**src/rtl/stg2if_pkg.sv**
```systemverilog
// stg2if_pkg: shared sizes for the diad fetch stage.
// Optional perf counters are enabled with STG2IF_PERF_EN.
package stg2if_pkg;

  localparam int unsigned DIAD_PC_W    = 24;
  localparam int unsigned DIAD_INSTR_W = 24;
  localparam int unsigned STG2IF_DEPTH = 4;
  localparam int unsigned PERF_W       = 32;

  // Saturating add for event counters.
  function automatic logic [PERF_W-1:0] sat_add(
    input logic [PERF_W-1:0] a,
    input logic [PERF_W-1:0] b
  );
    logic [PERF_W:0] s;
    s = {1'b0, a} + {1'b0, b};
    return s[PERF_W] ? '1 : s[PERF_W-1:0];
  endfunction

endpackage

```
**src/rtl/stg2if_queue.sv**
```systemverilog
// stg2if_queue: DEPTH-entry first-word-fall-through FIFO
// with synchronous clear and async active-low reset.
module stg2if_queue
  import stg2if_pkg::*;
#(
  parameter int unsigned W     = DIAD_PC_W + DIAD_INSTR_W,
  parameter int unsigned DEPTH = STG2IF_DEPTH,
  localparam int unsigned PW   = $clog2(DEPTH),
  localparam int unsigned CW   = PW + 1
) (
  input  logic          clk,
  input  logic          rst_n,
  input  logic          clr,
  input  logic          push,
  input  logic          pop,
  input  logic [W-1:0]  din,
  output logic [W-1:0]  dout,
  output logic [CW-1:0] count
);

  logic [W-1:0]  mem [DEPTH];
  logic [PW-1:0] wp;
  logic [PW-1:0] rp;
  logic [CW-1:0] cnt;

  always_ff @(posedge clk or negedge rst_n) begin
    if (!rst_n) begin
      wp  <= '0;
      rp  <= '0;
      cnt <= '0;
      for (int i = 0; i < DEPTH; i++) begin
        mem[i] <= '0;
      end
    end else if (clr) begin
      wp  <= '0;
      rp  <= '0;
      cnt <= '0;
    end else begin
      if (push) begin
        mem[wp] <= din;
        wp      <= wp + 1'b1;
      end
      if (pop) begin
        rp <= rp + 1'b1;
      end
      unique case ({push, pop})
        2'b10:   cnt <= cnt + 1'b1;
        2'b01:   cnt <= cnt - 1'b1;
        default: cnt <= cnt;
      endcase
    end
  end

  assign dout  = mem[rp];
  assign count = cnt;

endmodule

```
**src/rtl/stg2if_prefetch.sv**
```systemverilog
// stg2if_prefetch: IF stage, issues imem reads and queues {pc, instr}.
// Define STG2IF_PERF_EN to add stall/drop perf counter ports.
module stg2if_prefetch
  import stg2if_pkg::*;
#(
  parameter int unsigned PC_WIDTH    = DIAD_PC_W,
  parameter int unsigned INSTR_WIDTH = DIAD_INSTR_W,
  parameter int unsigned DEPTH       = STG2IF_DEPTH
) (
  input  logic                   iw_clk,
  input  logic                   iw_rst_n,
  input  logic [PC_WIDTH-1:0]    iw_iaif_pc,
  input  logic                   iw_iaif_valid,
  output logic                   ow_iaif_ready,
  output logic                   ow_imem_en,
  output logic [PC_WIDTH-1:0]    ow_imem_addr,
  input  logic [INSTR_WIDTH-1:0] iw_imem_data,
  output logic                   ow_ifid_valid,
  output logic [PC_WIDTH-1:0]    ow_ifid_pc,
  output logic [INSTR_WIDTH-1:0] ow_ifid_instr,
  input  logic                   iw_ifid_ready,
  input  logic                   iw_flush
`ifdef STG2IF_PERF_EN
  ,
  output logic [PERF_W-1:0]      ow_perf_stall,
  output logic [PERF_W-1:0]      ow_perf_drop
`endif
);

  localparam int unsigned CW = $clog2(DEPTH) + 1;
  localparam int unsigned QW = PC_WIDTH + INSTR_WIDTH;

  logic [CW-1:0]       count;
  logic [CW-1:0]       occ;
  logic                inflight;
  logic [PC_WIDTH-1:0] inflight_pc;
  logic                issue;
  logic                push;
  logic                pop;
  logic [QW-1:0]       q_din;
  logic [QW-1:0]       q_dout;

  // The in-flight read holds a reserved slot, so a return never overflows.
  assign occ   = count + CW'(inflight);
  assign issue = iw_iaif_valid && ow_iaif_ready;
  assign push  = inflight && !iw_flush;
  assign pop   = ow_ifid_valid && iw_ifid_ready;
  assign q_din = {inflight_pc, iw_imem_data};

  assign ow_iaif_ready = iw_rst_n && !iw_flush && (occ < CW'(DEPTH));
  assign ow_imem_en    = issue;
  assign ow_imem_addr  = issue ? iw_iaif_pc : '0;
  assign ow_ifid_valid = (count != '0) && !iw_flush;
  assign ow_ifid_pc    = q_dout[QW-1:INSTR_WIDTH];
  assign ow_ifid_instr = q_dout[INSTR_WIDTH-1:0];

  always_ff @(posedge iw_clk or negedge iw_rst_n) begin
    if (!iw_rst_n) begin
      inflight    <= 1'b0;
      inflight_pc <= '0;
    end else if (iw_flush) begin
      inflight <= 1'b0;
    end else if (issue) begin
      inflight    <= 1'b1;
      inflight_pc <= iw_iaif_pc;
    end else begin
      inflight <= 1'b0;
    end
  end

  stg2if_queue #(
    .W     (QW),
    .DEPTH (DEPTH)
  ) u_queue (
    .clk   (iw_clk),
    .rst_n (iw_rst_n),
    .clr   (iw_flush),
    .push  (push),
    .pop   (pop),
    .din   (q_din),
    .dout  (q_dout),
    .count (count)
  );

`ifdef STG2IF_PERF_EN
  logic [PERF_W-1:0] perf_stall;
  logic [PERF_W-1:0] perf_drop;

  always_ff @(posedge iw_clk or negedge iw_rst_n) begin
    if (!iw_rst_n) begin
      perf_stall <= '0;
      perf_drop  <= '0;
    end else begin
      if (ow_ifid_valid && !iw_ifid_ready) begin
        perf_stall <= sat_add(perf_stall, PERF_W'(1));
      end
      if (iw_flush) begin
        perf_drop <= sat_add(perf_drop, PERF_W'(occ));
      end
    end
  end

  assign ow_perf_stall = perf_stall;
  assign ow_perf_drop  = perf_drop;
`endif

endmodule

```
**config.mk**
```make
export PLATFORM = sky130hd
export DESIGN_NAME = stg2if_prefetch
export DESIGN_NICKNAME = d
export VERILOG_FILES = /design/src/rtl/stg2if_pkg.sv /design/src/rtl/stg2if_queue.sv /design/src/rtl/stg2if_prefetch.sv
export SDC_FILE = /design/constraint.sdc
export NUM_CORES = 1
export LEC_CHECK = 0
export CAP_MARGIN = 20
export CORE_MARGIN = 8
export CORE_UTILIZATION = 60
export CTS_CLUSTER_DIAMETER = 100
export CTS_CLUSTER_SIZE = 16
export DETAILED_ROUTE_END_ITERATION = 12
export PLACE_DENSITY = 0.85
export SKIP_LAST_GASP = 1
export SLEW_MARGIN = 20
export SYNTH_ARGS = -nofsm -noshare
export SYNTH_HDL_FRONTEND = slang
export SYNTH_HIERARCHICAL = 1
export SYNTH_SLANG_ARGS = --single-unit
```
**constraint.sdc**
```tcl
create_clock -name iw_clk -period 3.7 [get_ports iw_clk]
set_input_delay 0.925 -clock iw_clk [delete_from_list [all_inputs] [get_ports iw_clk]]
set_output_delay 0.925 -clock iw_clk [all_outputs]
set_load 0.01 [all_outputs]
```
==> results by group, run 1 <==
Synthesis
  • Ranking of synthesized cells by area: dfrtp_1 55%, mux2_2 15%, mux2_4 12%, mux4_2 11%, buf_6 1.8%
  • Leading area contributor after synthesis: dfrtp_1
  • Syn avg cell area: 17.19 um^2
  • Seq/Total Area, Yosys: 54.88%
  • Synth Warn #: 6
  • Netlist cell types: 30
  • Syn Inst Count: 594
  • Flops & latches, synth: 224
  • Ys flop type: dfrtp_1
  • Post-Syn Area: 10210 um^2
  • Post-synth top area share: 54.88%
  • Syn_nets: 652
  • Async set-reset flop share out of synthesis: 100.0%
  • Number of synthesized flops with an enable pin: 0

Timing
  • Worst Clk Skew: 0.02397 ns
  • Max-slew headroom: 38.64%
  • PnR worst setup slack: -0.05855 ns
  • Worst-Margin Slew: 0.9204 ns
  • Final hold vios: 0
  • Worst hold slack: 0.5008 ns
  • Final Cycle Share: 101.6%
  • Unrepaired setup endpoints after global routing: true
  • Fin Setup TNS: -0.05855 ns
  • Slew Limit Fails: 0
  • Final setup fails: 1
  • Min Clock Period, post-route: 3.759 ns
  • Highest Clock Rate: 266.1 MHz

Routing
  • DRC viols: 0
  • Routed vias/inst: 5.915
  • Routed Antenna Nets: 0
  • Vias: 5637
  • WL final: 22.28 mm
  • Per-cell routed wire length: 23.38 um
  • Highest routed layer: met4
  • Met1 wire length: 9.309 mm
  • Initial DRC Count: 293
  • Detailed Routing Iterations Pass 1: 4
  • Met2 wire len: 11.30 mm
  • Metal3 WL: 1.229 mm

Layout
  • Share of cells above drive strength 1: 44.20%
  • Nets: 791
  • Commonest cells after routing, fill and taps aside: 222 x dfrtp_1, 136 x mux2_2, 102 x clkdlybuf4s50_1
  • Most common cell after layout, fill and taps aside: dfrtp_1
  • Final instance area: 12350 um^2
  • Syn-to-layout area delta: 20.94%
  • Diodes inserted: 0

Clock tree
  • TritonCTS clock tree: yes
  • Clock transition at path regs: 0.07 ns
  • CTS root buf: clkbuf_16
  • Clk buf depth: 3
  • TritonCTS Buffers: 17
  • Hold buffers post-CTS: 0
  • CTS Sinks: 224
  • Skew-Pair Late Insertion Delay: 0.49 ns
  • H-Tree Depth: 1

Floorplanning
  • Die ar.: 21450 um^2
  • I/O pins: 128
  • Starting density of the core: 61.37%
  • Core area: 16640 um^2
  • Die height: 146.5 um
  • Die Wd: 146.5 um
  • Rows: 47

Placed design
  • I/O Buffers: 127
  • Dpl hpwl: 14.08 mm
  • Cell Area, Placed: 11710 um^2
  • Post-Place Worst Slack: -0.1021 ns
  • GPL Wtd Cong: 0.7430

Critical path
  • Crit Path Max Fanout: 8
  • Worst path cell trace: clkdlybuf4s50_1 > nand4b_1 > mux2i_4 > buf_12 > buf_12 > and2_1 > clkdlybuf4s50_1
  • Worst reg2reg path startpoint: u_queue/count[2]
  • CP arrival: 2.83 ns
  • R2r worst-path depth: 8
  • RR Endpoint: u_queue/count[2]
  • CP required: 2.77 ns
  • Reg2reg setup slack: 1.39 ns
  • CP peak stage delay: 0.56 ns
  • Critical Path End: ow_imem_addr[6]
  • Critical Path Start Type: input pin
  • Critical path class: input pin to output pin
  • Setup crit end kind: output pin
  • Slowest cell on crit path: clkdlybuf4s50_1
  • Worst setup startpoint: iw_flush

Power
  • Peak supply drop: 0.3798 mV
  • PwrDens: 461.7 nW/um^2
  • Tot Pwr: 5.702 mW
  • Leakage: 6.247 nW

Global route
  • Initial antenna violation count: 0
  • Largest net degree at the start of global routing: 90
  • Gr usage total: 20.08%
  • Vias in the first global route: 6382
  • Grt ovf: 0
  • First-pass GRT wire length: 34.91 mm

Status
  • Status: complete, but fails checks
  • Failing checks: negative setup slack

Flow run
  • Max Cap Viol: 0

Worst hold path
  • Tightest Hold Check Type: flop to flop
## layout make-up
class                      instances  area (um^2)
clock inverter                     1        8.758
multi-input combinational        329         4315
fill                             977         4290
sequential                       224         5610
clock buffer                      18        429.2
tap                              220        275.3
timing repair buffer             159         1705
inverter                           2        7.507
## worst max-delay path: cells and delay by family
family                 cells  cell delay, ns
AND/OR/NAND/NOR            2            0.40
multiplexers               1            0.21
buffers and inverters      4            1.29
## how the worst min path moves through the flow
stage / cells past startpoint / start / to
after floorplan: 1 / u_queue/mem[48] / u_queue/mem[48]
after global placement: 1 / u_queue/mem[71] / u_queue/mem[71]
after detailed placement: 1 / u_queue/mem[55] / u_queue/mem[55]
after CTS: 1 / u_queue/mem[55] / u_queue/mem[55]
after global routing: 1 / u_queue/mem[55] / u_queue/mem[55]
final: 1 / u_queue/mem[55] / u_queue/mem[55]
## flip-flops by register name, summed over array words and instances (netlist names)
register,flops
inflight_pc,24
u_queue/count,3
u_queue/wp,2
u_queue/rp,2
u_queue/mem,192
inflight,1
## kinds of logic (layout without fill, tap and decap cells)
family,Yosys count,after routing,share of synthesized area [%]
buffers and inverters,41,180,3.026
muxes,268,268,37.85
DFF,224,224,54.88
AOI/OAI and AO/OA,1,1,0.04895
adders and majority gates,5,5,0.6860
and+or+nand+nor,49,49,2.989
xor gates and xnor gates,6,6,0.5146
## routing by layer
| layer | up-vias | global-route usage [%] |
|---|---|---|
| met1 | 3020 | 25.50 |
| met3 | 37 | 4.944 |
| li1 | 2428 | - |
| met4 | 0 | 4.482 |
| met2 | 152 | 34.24 |
| met5 | - | 0 |
## what timing repair did
item                                    in CTS  in global routing
gates cloned                                 0                  2
pin swaps                                    0                  1
endpoints found under the setup margin      24                 25
endpoints found under the hold margin        0                  0
setup buffers                                1                  7
resized for setup                            1                 25
## report_power, final
group	internal [mW]	switching (mW)
combinational	0.776	0.421
clock	0.825	0.797
sequential	2.69	0.188
total	4.30	1.41
## stage by stage
step	util (%)	cells
3_5_place_dp	70.35	924
5_1_grt	74.22	953
6_report	74.22	953
4_1_cts	73.12	944
3_3_place_gp	70.35	924
2_1_floorplan	-	594
## synthesized netlist by cell type (3+ instances only)
cell type / n
mux2i_1: 3
buf_6: 16
ha_1: 4
xnor2_1: 3
mux2_4: 80
and2_1: 25
nor2_1: 7
dfrtp_1: 224
nor3b_1: 3
buf_2: 17
xor2_1: 3
mux4_2: 48
nand2_2: 4
mux2_2: 136
(Power assumes the default switching activity.)
==> inputs of run 2 (changes only) <==
--- a/config.mk
+++ b/config.mk
@@ -5,6 +5,7 @@
 export SDC_FILE = /design/constraint.sdc
 export NUM_CORES = 1
 export LEC_CHECK = 0
+export ABC_CLOCK_PERIOD_IN_PS = 3700
 export CAP_MARGIN = 20
 export CORE_MARGIN = 8
 export CORE_UTILIZATION = 60
@@ -12,6 +13,7 @@
 export CTS_CLUSTER_SIZE = 16
 export DETAILED_ROUTE_END_ITERATION = 12
 export PLACE_DENSITY = 0.85
+export SKIP_CTS_REPAIR_TIMING = 1
 export SKIP_LAST_GASP = 1
 export SLEW_MARGIN = 20
 export SYNTH_ARGS = -nofsm -noshare
==> run 2 against run 1 <==
Compared with the run above: the run still ends with negative setup slack left; largest cell class unchanged; utilization increased by 0.14 points; sequential power barely moved; via count about the same; cell area is 0.18% higher; register-to-register slack improved by 0.03 ns; highest routed layer unchanged; hold slack about the same; largest power group unchanged; non-clock buffer count grew 1.
==> results by group, run 2 (synthesis gave the netlist of run 1 again) <==
Status
  • Status: complete, but fails checks
  • Failing checks: negative setup slack

Power
  • PwrDens: 460.9 nW/um^2
  • Int Power: 4.298 mW
  • Sw Share: 24.65%
  • Leakage: 6.272 nW
  • Peak supply drop: 0.3799 mV
  • Clock share of power: 28.5%
  • Flop pwr share: 50.5%
  • Sw power: 1.406 mW
  • Combinational share of power: 21.0%

Timing
  • Max-slew headroom: 38.41%
  • Final hold vios: 0
  • Min Clock Period, post-route: 3.755 ns
  • Unrepaired setup endpoints after global routing: true
  • Slew Limit Fails: 0
  • Final Cycle Share: 101.5%
  • PnR worst setup slack: -0.05477 ns
  • Highest Clock Rate: 266.3 MHz
  • Worst hold slack: 0.5008 ns
  • Worst-Margin Slew: 0.9238 ns
  • Worst Clk Skew: 0.02477 ns
  • Final setup fails: 1

Layout
  • Commonest cells after routing, fill and taps aside: 222 x dfrtp_1, 136 x mux2_2, 101 x clkdlybuf4s50_1
  • Nets: 792
  • Most common cell after layout, fill and taps aside: dfrtp_1
  • Diodes inserted: 0
  • Final core area utilization: 74.36%
  • Largest register FFs: 192
  • Reg with most FFs: u_queue/mem
  • Fill cells: 970
  • Share of cells above drive strength 1: 44.28%
  • Syn-to-layout area delta: 21.16%

Global route
  • M2 GR Usage: 34.24%
  • Met1 Resource Use GR: 25.46%
  • Initial antenna violation count: 0
  • Gr usage total: 20.07%
  • Largest net degree at the start of global routing: 90
  • Met3 Resource Use GR: 4.944%
  • Vias in the first global route: 6380
  • GR peak layer: met2
  • Grt ovf: 0
  • First-pass GRT wire length: 34.89 mm

Critical path
  • Crit Path Max Fanout: 8
  • Worst path cell trace: clkdlybuf4s50_1 > nand4b_1 > mux2i_4 > buf_12 > buf_12 > and2_1 > clkdlybuf4s50_1
  • Slowest cell on crit path: clkdlybuf4s50_1
  • CP required: 2.77 ns
  • CP peak stage delay: 0.55 ns
  • RR Endpoint: u_queue/count[2]
  • Reg2reg setup slack: 1.42 ns
  • CP arrival: 2.83 ns
  • R2r worst-path depth: 8
  • Critical Path Start Type: input pin
  • Worst setup startpoint: iw_flush
  • Setup crit end kind: output pin
  • Critical path class: input pin to output pin
  • Worst reg2reg path startpoint: u_queue/count[2]

Floorplanning
  • Starting density of the core: 61.37%
  • I/O pins: 128
  • Rows: 47
  • Core area: 16640 um^2
  • Die height: 146.5 um
  • Die ar.: 21450 um^2
  • Die Wd: 146.5 um

Routing
  • DRC viols: 0
  • Initial DRC Count: 307
  • Per-cell routed wire length: 23.18 um
  • Vias: 5636
  • WL final: 22.12 mm
  • Detailed Routing Iterations Pass 1: 4
  • Routed Antenna Nets: 0
  • Routed vias/inst: 5.908

Clock tree
  • Clk buf depth: 3
  • Skew-Pair Late Insertion Delay: 0.49 ns
  • TritonCTS clock tree: yes
  • CTS Sinks: 224
  • Clock transition at path regs: 0.07 ns
  • H-Tree Depth: 1
  • TritonCTS Buffers: 17
  • CTS root buf: clkbuf_16

Placed design
  • GPL Wtd Cong: 0.7430
  • I/O Buffers: 127
  • Post-Place Worst Slack: -0.1021 ns
  • Dpl hpwl: 14.08 mm

Worst hold path
  • Tightest Hold Check Type: flop to flop
  • Hold Crit Start: u_queue/mem[55]
  • Worst Hold Path EP: u_queue/mem[55]
  • Hold depth: 1

Flow run
  • Max Cap Viol: 0
==> run 2: cell count changes in the layout (fill, tap and decap cells not counted), sizes merged <==
| cell | delta |
|---|---|
| clkbuf | -1 |
| buf | +2 |
| dlymetal6s2s | +1 |
| clkdlybuf4s50 | -1 |
==> run 2: how the worst max path moves through the flow <==
stage	cells after the start	end	slack [ns]
after floorplan	5	ow_imem_addr[0]	0.95
after global placement	6	ow_imem_addr[16]	0.001
after detailed placement	6	ow_imem_addr[6]	-0.10
after CTS	6	ow_imem_addr[6]	-0.12
after global routing	7	ow_imem_addr[6]	-0.09
final	7	ow_imem_addr[6]	-0.05
==> run 2: area by class of cell <==
type                       instances  area, um^2  area share, %
clock buffer                      18       429.2          3.468
clock inverter                     1       8.758        0.07078
inverter                           2       7.507        0.06067
multi-input combinational        329        4315          34.87
sequential                       224        5610          45.34
tap                              220       275.3          2.224
timing repair buffer             160        1728          13.96
==> run 2: per-stage QoR <==
stage	std cells	area (um^2)	power [mW]	setup TNS [ns]
floorplan	594	10210	3.486	0
global placement	924	11710	4.057	0
detailed placement	924	11710	4.115	-1.490
CTS	943	12150	5.755	-1.835
global route	954	12370	5.949	-0.09137
finish	954	12370	5.704	-0.05477
==> run 2: power groups by stage <==
| stage | logic [mW] | clock network, mW | registers (mW) |
|---|---|---|---|
| floorplan | 0.633 | 0 | 2.85 |
| global placement | 1.16 | 0 | 2.89 |
| detailed placement | 1.19 | 0 | 2.92 |
| CTS | 1.20 | 1.67 | 2.88 |
| global route | 1.28 | 1.76 | 2.91 |
| finish | 1.20 | 1.62 | 2.88 |
==> run 2: critical path: cells and delay by family <==
kind	cells	cell delay, ns
AND/OR/NAND/NOR	2	0.40
buffers and inverters	4	1.28
multiplexers	1	0.21
==> run 2: routing by layer <==
layer / vias up / share of wire, %
met5: - / 0
met4: 0 / 1.9
met3: 33 / 5.3
met2: 150 / 51
met1: 3024 / 42
li1: 2429 / -
